==> src/rtl/dp_sequencer.sv <==
// Multi-cycle control sequencer for ARM data-processing instructions:
// fetch, condition check, operand read, execute and write-back.
module dp_sequencer #(
  parameter logic [31:0] RESET_PC = 32'h0,
  parameter logic [31:0] PC_STEP  = 32'd4
) (
  input  logic        clk,
  input  logic        rst,
  output logic        imem_req,
  output logic [31:0] imem_addr,
  input  logic        imem_ack,
  input  logic [31:0] imem_rdata,
  output logic [31:0] instr,
  output logic [3:0]  rf_raddr_a,
  output logic [3:0]  rf_raddr_b,
  input  logic [31:0] rf_rdata_a,
  input  logic [31:0] rf_rdata_b,
  output logic [31:0] op_a,
  output logic [31:0] op_b,
  output logic [7:0]  shift_amt,
  input  logic [31:0] alu_result,
  input  logic [3:0]  alu_flags,
  output logic        rf_we,
  output logic [3:0]  rf_waddr,
  output logic [31:0] rf_wdata,
  output logic [3:0]  flags,
  output logic        retired
);

  typedef enum logic [2:0] {
    IDLE, FETCH, COND, READ, RSREAD, EXEC, WB
  } state_t;

  state_t      state, state_next;
  logic [31:0] pc;
  logic        cond_pass;
  logic        is_dp;
  logic        do_write;
  logic        n, z, c, v;

  assign {n, z, c, v} = flags;
  assign imem_req   = (state == FETCH);
  assign imem_addr  = pc;
  assign rf_raddr_a = (state == RSREAD) ? instr[11:8] : instr[19:16];
  assign rf_raddr_b = instr[3:0];

  // Test/compare ops without S are other instruction classes
  assign is_dp    = (instr[27:26] == 2'b00) &&
                    !((instr[24:23] == 2'b10) && !instr[20]);
  assign do_write = (instr[24:23] != 2'b10);

  always_comb begin
    cond_pass = 1'b0;
    case (instr[31:28])
      4'h0: cond_pass = z;
      4'h1: cond_pass = !z;
      4'h2: cond_pass = c;
      4'h3: cond_pass = !c;
      4'h4: cond_pass = n;
      4'h5: cond_pass = !n;
      4'h6: cond_pass = v;
      4'h7: cond_pass = !v;
      4'h8: cond_pass = c && !z;
      4'h9: cond_pass = !c || z;
      4'hA: cond_pass = (n == v);
      4'hB: cond_pass = (n != v);
      4'hC: cond_pass = !z && (n == v);
      4'hD: cond_pass = z || (n != v);
      4'hE: cond_pass = 1'b1;
      4'hF: cond_pass = 1'b0;
      default: cond_pass = 1'b0;
    endcase
  end

  always_ff @(posedge clk or posedge rst) begin
    if (rst) state <= IDLE;
    else     state <= state_next;
  end

  always_comb begin
    state_next = state;
    case (state)
      IDLE:   state_next = FETCH;
      FETCH:  if (imem_ack) state_next = COND;
      COND:   state_next = (cond_pass && is_dp) ? READ : FETCH;
      READ:   state_next = (!instr[25] && instr[4]) ? RSREAD : EXEC;
      RSREAD: state_next = EXEC;
      EXEC:   state_next = WB;
      WB:     state_next = FETCH;
      default: state_next = IDLE;
    endcase
  end

  always_ff @(posedge clk or posedge rst) begin
    if (rst) begin
      pc        <= RESET_PC;
      instr     <= '0;
      op_a      <= '0;
      op_b      <= '0;
      shift_amt <= '0;
      flags     <= '0;
      rf_we     <= 1'b0;
      rf_waddr  <= '0;
      rf_wdata  <= '0;
      retired   <= 1'b0;
    end else begin
      rf_we   <= 1'b0;
      retired <= 1'b0;
      case (state)
        FETCH: if (imem_ack) instr <= imem_rdata;
        COND: begin
          if (!(cond_pass && is_dp)) begin
            retired <= 1'b1;
            pc      <= pc + PC_STEP;
          end
        end
        READ: begin
          op_a <= rf_rdata_a;
          op_b <= rf_rdata_b;
        end
        RSREAD: shift_amt <= rf_rdata_a[7:0];
        WB: begin
          retired <= 1'b1;
          if (instr[20]) flags <= alu_flags;
          // A write to r15 becomes a branch
          if (do_write && instr[15:12] == 4'hF) begin
            pc <= alu_result & 32'hFFFF_FFFC;
          end else begin
            pc <= pc + PC_STEP;
            if (do_write) begin
              rf_we    <= 1'b1;
              rf_waddr <= instr[15:12];
              rf_wdata <= alu_result;
            end
          end
        end
        default: ;
      endcase
    end
  end

endmodule

==> config.mk <==
export PLATFORM = sky130hd
export DESIGN_NAME = dp_sequencer
export DESIGN_NICKNAME = d
export VERILOG_FILES = /design/src/rtl/dp_sequencer.sv
export SDC_FILE = /design/constraint.sdc
export NUM_CORES = 1
export LEC_CHECK = 0
export CORE_AREA = 2 2 133 135
export DETAILED_ROUTE_END_ITERATION = 8
export DIE_AREA = 0 0 135 137
export GPL_ROUTABILITY_DRIVEN = 0
export PLACE_DENSITY_LB_ADDON = 0.05
export SYNTH_ARGS = -nofsm -noshare
export SYNTH_HDL_FRONTEND = slang
export SYNTH_SLANG_ARGS = --single-unit
export TNS_END_PERCENT = 1
==> constraint.sdc <==
create_clock -name clk -period 9.6 [get_ports clk]
set_clock_uncertainty 0.05 [all_clocks]
set_input_delay 0.96 -clock clk [delete_from_list [all_inputs] [get_ports clk]]
set_output_delay 0.96 -clock clk [all_outputs]
set_load 0.02 [all_outputs]
=== Word-level counts from Yosys, hierarchy flattened ===
Index checks and enable logic that the tools add are counted.

* $add $sub $neg: 1
* Equality and inequality tests: 28
* Mux-type cells: 14
* Bitwise operators: 1
* Reduce and logical (&&, ||, !) cells: 25

{| class="wikitable"
|+ Operators with widths
! operator !! number
|-
| 32-bit two-way mux || 2
|-
| 32-bit one-hot mux with 2 select lines || 1
|-
| 4-bit == test, second input constant || 9
|-
| 32-bit by 3-bit adder with 32-bit output, second input constant || 1
|-
| 3-bit one-hot mux with 6 select lines || 1
|-
| 4-bit by 3-bit == test with 1-bit output, second input constant || 4
|-
| 1-bit one-hot mux with 16 select lines || 1
|-
| 3-bit == test, second input constant || 3
|-
| 4-bit by 2-bit == test with 1-bit output, second input constant || 2
|-
| 1-bit logical AND || 7
|-
| 1-bit zero test || 7
|-
| 3-bit by 2-bit == test with 1-bit output, second input constant || 2
|-
| 2-bit AND reduction || 3
|-
| 1-bit two-way mux || 5
|-
| 4-bit by 1-bit == test with 1-bit output, second input constant || 1
|-
| 4-bit zero test || 1
|-
| 4-bit two-way mux || 1
|-
| 2-bit != test, second input constant || 2
|-
| 3-bit by 1-bit == test with 1-bit output, second input constant || 1
|-
| 3-bit zero test || 1
|-
| 3-bit two-way mux || 1
|-
| 3-bit AND reduction || 1
|-
| 2-bit == test, second input constant || 1
|-
| 2-bit zero test || 1
|-
| 9 further kinds || 10
|}

* Register bits: 181
* Input port bits: 135
* Output and inout bits: 187
* Word-level logic and storage cells: 80

=== Depth between registers and ports, before layout ===
* Depth in word-level cells: 7
* Depth in mapped cells: 10
* Depth with buffers taken out: 8

=== Worst setup path after synthesis ===
OpenSTA, ideal clock, no wires.

* Path kind: register to output
* Start point: register state[1]
* End point: output port rf_raddr_a[0]
* Arrival: 1533 ps
* Data required time: 8590 ps
* Path slack: 7057 ps
* Stages on the path, launching flop included: 5
* Buffers on the path: 1
* Cell sequence: dfrtp_1 -> nand2b_1 -> nor2_1 -> clkbuf_1 -> mux2_2

* Cells in the longest elaborated chain, start to end: 2

{| class="wikitable"
|+ RTL lines
! what !! line !! RTL
|-
| start, declared || 34 || <nowiki>state_t state, state_next;</nowiki>
|-
| start signal, assigned || 77 || <nowiki>else state <= state_next;</nowiki>
|-
| 3-bit == test || 44 || <nowiki>assign rf_raddr_a = (state == RSREAD) ? instr[11:8] : instr[19:16];</nowiki>
|-
| 4-bit two-way mux || 44 ||
|-
| end, declared || 14 || <nowiki>output logic [3:0] rf_raddr_a,</nowiki>
|}

Every way passes these cells.

=== Worst setup path in the final report ===
* Start point: register state[1]
* End point: output port rf_raddr_a[1]

Same word-level chain as after synthesis.

==> flow_summary.json <==
{
  "status": "complete, no violations",
  "drv_cap": 0,
  "fp-row-count": 48,
  "finalWirelength_um": 21530,
  "cts_hold_buf": 0,
  "ys_async_sr_fraction": 1.000,
  "post-synth-top-count-cell": "dfrtp_1",
  "power_leakage_nw": 4.662,
  "synth_compound_area_frac": 0.08865,
  "synth_area_mm2": 0.007664,
  "synth.distinct_cells": 48,
  "intPower_mw": 2.593,
  "first_pass_iters": 7,
  "grtUsageTotal": 0.2327,
  "ys_top_cells_by_count": "179 x dfrtp_1, 144 x mux2_2, 36 x a21oi_1",
  "drt_iter0_drc": 244,
  "place_area_mm2": 0.01098,
  "cts_root_buffer": "clkbuf_16",
  "max_stage_delay_ns": 0.90,
  "ys.flop_type": "dfrtp_1",
  "crit_fanout": 12,
  "synth_edf_count": 0,
  "antenna_found_initial": 0,
  "synth_top_family_by_area": "multiplexers",
  "period_needed_ns": 3.967,
  "final_util": 0.6802,
  "reg2reg_to": "imem_addr[18]",
  "yosysTopAreaCell": "dfrtp_1",
  "synthCells": 605,
  "synth_mux_area_frac": 0.2142,
  "yosysWarnings": 0,
  "clkPwrFrac": 0.176,
  "finalPower_mw": 4.128,
  "holdPathEnd": "instr[5]",
  "end_kind": "output pin",
  "ant_nets": 0,
  "cts_setup_buffers": 0,
  "setup_viol": 0,
  "r2r_start": "flags[0]",
  "cts_tree": "yes",
  "die_w_um": 135,
  "r2r_cells": 9,
  "crit_type": "register to output pin",
  "seq_area_frac_synth": 0.5845,
  "post_cts_resized": 0,
  "path_buf_inv": 1,
  "grt-ovfl-total": 0,
  "power_density_mw_per_mm2": 355.9,
  "vias": 6078,
  "startpoint_type": "register",
  "cts_buffers": 17,
  "initial_core_util": 0.4493,
  "dieHeight_um": 137,
  "max-slew-margin-rel": 0.2073,
  "path_cells": "nand2b_1 > nor2_1 > mux2_2 > clkdlybuf4s50_1",
  "power_frac_seq": 0.332,
  "hpwl_um": 15870,
  "viasPerCell": 5.304,
  "nets": 1045,
  "regToRegSetupSlack_ns": 6.74,
  "hold_path_class": "register to register",
  "grt_pass1_vias": 6110,
  "avgSynthCellArea_um2": 12.67,
  "grt_max_degree": 94,
  "port_buffers": 319,
  "area_delta_synth_final_pct": 51.38,
  "finalSetupTns_ns": 0,
  "cp_slowest_cell": "nor2_1",
  "p_sw_mw": 1.535,
  "netlist.area_leader.share": 0.5845,
  "path_clk_slew_ns": 0.07,
  "coreArea_mm2": 0.01706,
  "critPathRequiredTime_ns": 8.59,
  "p_sw_frac": 0.3719,
  "diodes": 0,
  "slew_viol_final": 0,
  "synth_fa_ha_area_frac": 0.002939,
  "design_area_mm2": 0.01160,
  "fmax_mhz": 252.1,
  "numClockSinks": 179,
  "period_share": 0.4132,
  "htree_levels": 4,
  "clock_path_buffers": 2,
  "worst_pin_slew_ns": 1.185,
  "hold_viol": 0,
  "wl_per_cell_um": 18.78,
  "synth-simple-area-share": 0.07722,
  "synth-seq-cells": 179,
  "drive_gt1_frac": 0.2020,
  "clk_latency_ns": 0.42,
  "drc": 0,
  "cpLargestDelayFamily": "simple AND/OR/NAND/NOR gates",
  "die-area_mm2": 0.01850,
  "io-pin-count": 322,
  "worstHoldPathCells": 1,
  "pwr-share-comb": 0.492,
  "worstPathArrival_ns": 2.96,
  "synth_xor_area_frac": 0.001143,
  "min_from": "instr[5]",
  "grt_pass1_wl_um": 32890,
  "ir_drop_v": 0.0002009,
  "rsz0062_at_grt": "no",
  "synthTopCellsByArea": "dfrtp_1 58%, mux2_2 21%, a21oi_1 2.4%"
}
-- power by group through the flow --
stage	clock, mW	sequential [mW]	combinational (mW)
final	0.725	1.37	2.03
after global routing	0.772	1.42	2.15
after CTS	0.736	1.37	2.06
after detailed placement	0	1.38	2.05
after global placement	0	1.35	2.02
after floorplan	0	1.75	0.692
-- logic make-up (layout without fill, tap and decap cells) --
group	Yosys count	after routing
AND/OR/NAND/NOR	117	117
adder cells (fa/ha/maj)	2	2
XOR/XNOR	1	1
other	1	2
flip-flops	179	179
buffers and inverters	47	362
AO/OA/AOI/OAI	112	112
multiplexers	146	146
-- per-stage QoR --
step                worst slack (ns)  instances  hold slack [ns]
floorplan                      3.731        606           0.4571
global placement               6.240       1115           0.4222
detailed placement             6.081       1115           0.4440
CTS                            5.630       1146           0.4590
global route                   5.466       1146           0.4701
finish                         5.633       1146           0.4549
-- cell usage in the layout, fill, tap and decap left out, types with 4 or more instances in the layout --
| cell type | synthesis | layout |
|---|---|---|
| clkdlybuf4s50_1 | 0 | 319 |
| dfrtp_1 | 179 | 179 |
| mux2_2 | 144 | 144 |
| a21oi_1 | 36 | 36 |
| nor2_1 | 33 | 32 |
| o21ai_0 | 32 | 32 |
| nand2_1 | 20 | 20 |
| nand3_1 | 18 | 18 |
| clkbuf_16 | 0 | 17 |
| a2bb2oi_1 | 10 | 10 |
| o22ai_1 | 9 | 9 |
| nand2b_1 | 7 | 7 |
| nor3_1 | 7 | 7 |
| and3_1 | 7 | 7 |
| a31oi_1 | 6 | 6 |
| inv_1 | 6 | 5 |
| o22a_1 | 5 | 5 |
| buf_4 | 9 | 5 |
| o31ai_1 | 4 | 4 |
| inv_6 | 0 | 4 |
-- state kept, by name, summed over array words and instances, names as in the netlist --
name and flops:
instr 32, op_a 32, op_b 32, rf_wdata 32, imem_addr 30, shift_amt 8
flags 4, rf_waddr 4, state 3, retired 1, rf_we 1
-- per-layer routing --
| layer | vias up | track usage | routed length (um) |
|---|---|---|---|
| met2 | 225 | 0.3906 | 10960 |
| met4 | 0 | 0.07697 | 443 |
| li1 | 2791 | - | - |
| met3 | 27 | 0.08407 | 1777 |
| met5 | - | 0 | 0 |
| met1 | 3035 | 0.2797 | 8344 |
-- worst max path at each step --
stage / slack [ns] / to / startpoint / cells past startpoint
floorplan: 3.73 / flags[0] / rst / 1
global placement: 6.24 / rf_raddr_a[1] / state[1] / 4
detailed placement: 6.08 / rf_raddr_a[1] / state[1] / 4
CTS: 5.63 / rf_raddr_a[1] / state[1] / 4
global route: 5.47 / rf_raddr_a[1] / state[1] / 4
finish: 5.63 / rf_raddr_a[1] / state[1] / 4
-- area by class of cell --
class | count | area (um^2)
Timing Repair Buffer | 324 | 3231
Clock buffer | 20 | 466.7
Fill cell | 1294 | 5455
Multi-Input combinational cell | 380 | 2962
Clock inverter | 11 | 150.1
Inverter | 7 | 31.28
Tap cell | 225 | 281.5
Sequential cell | 179 | 4479
No activity file was read; power rests on OpenSTA's default activity.
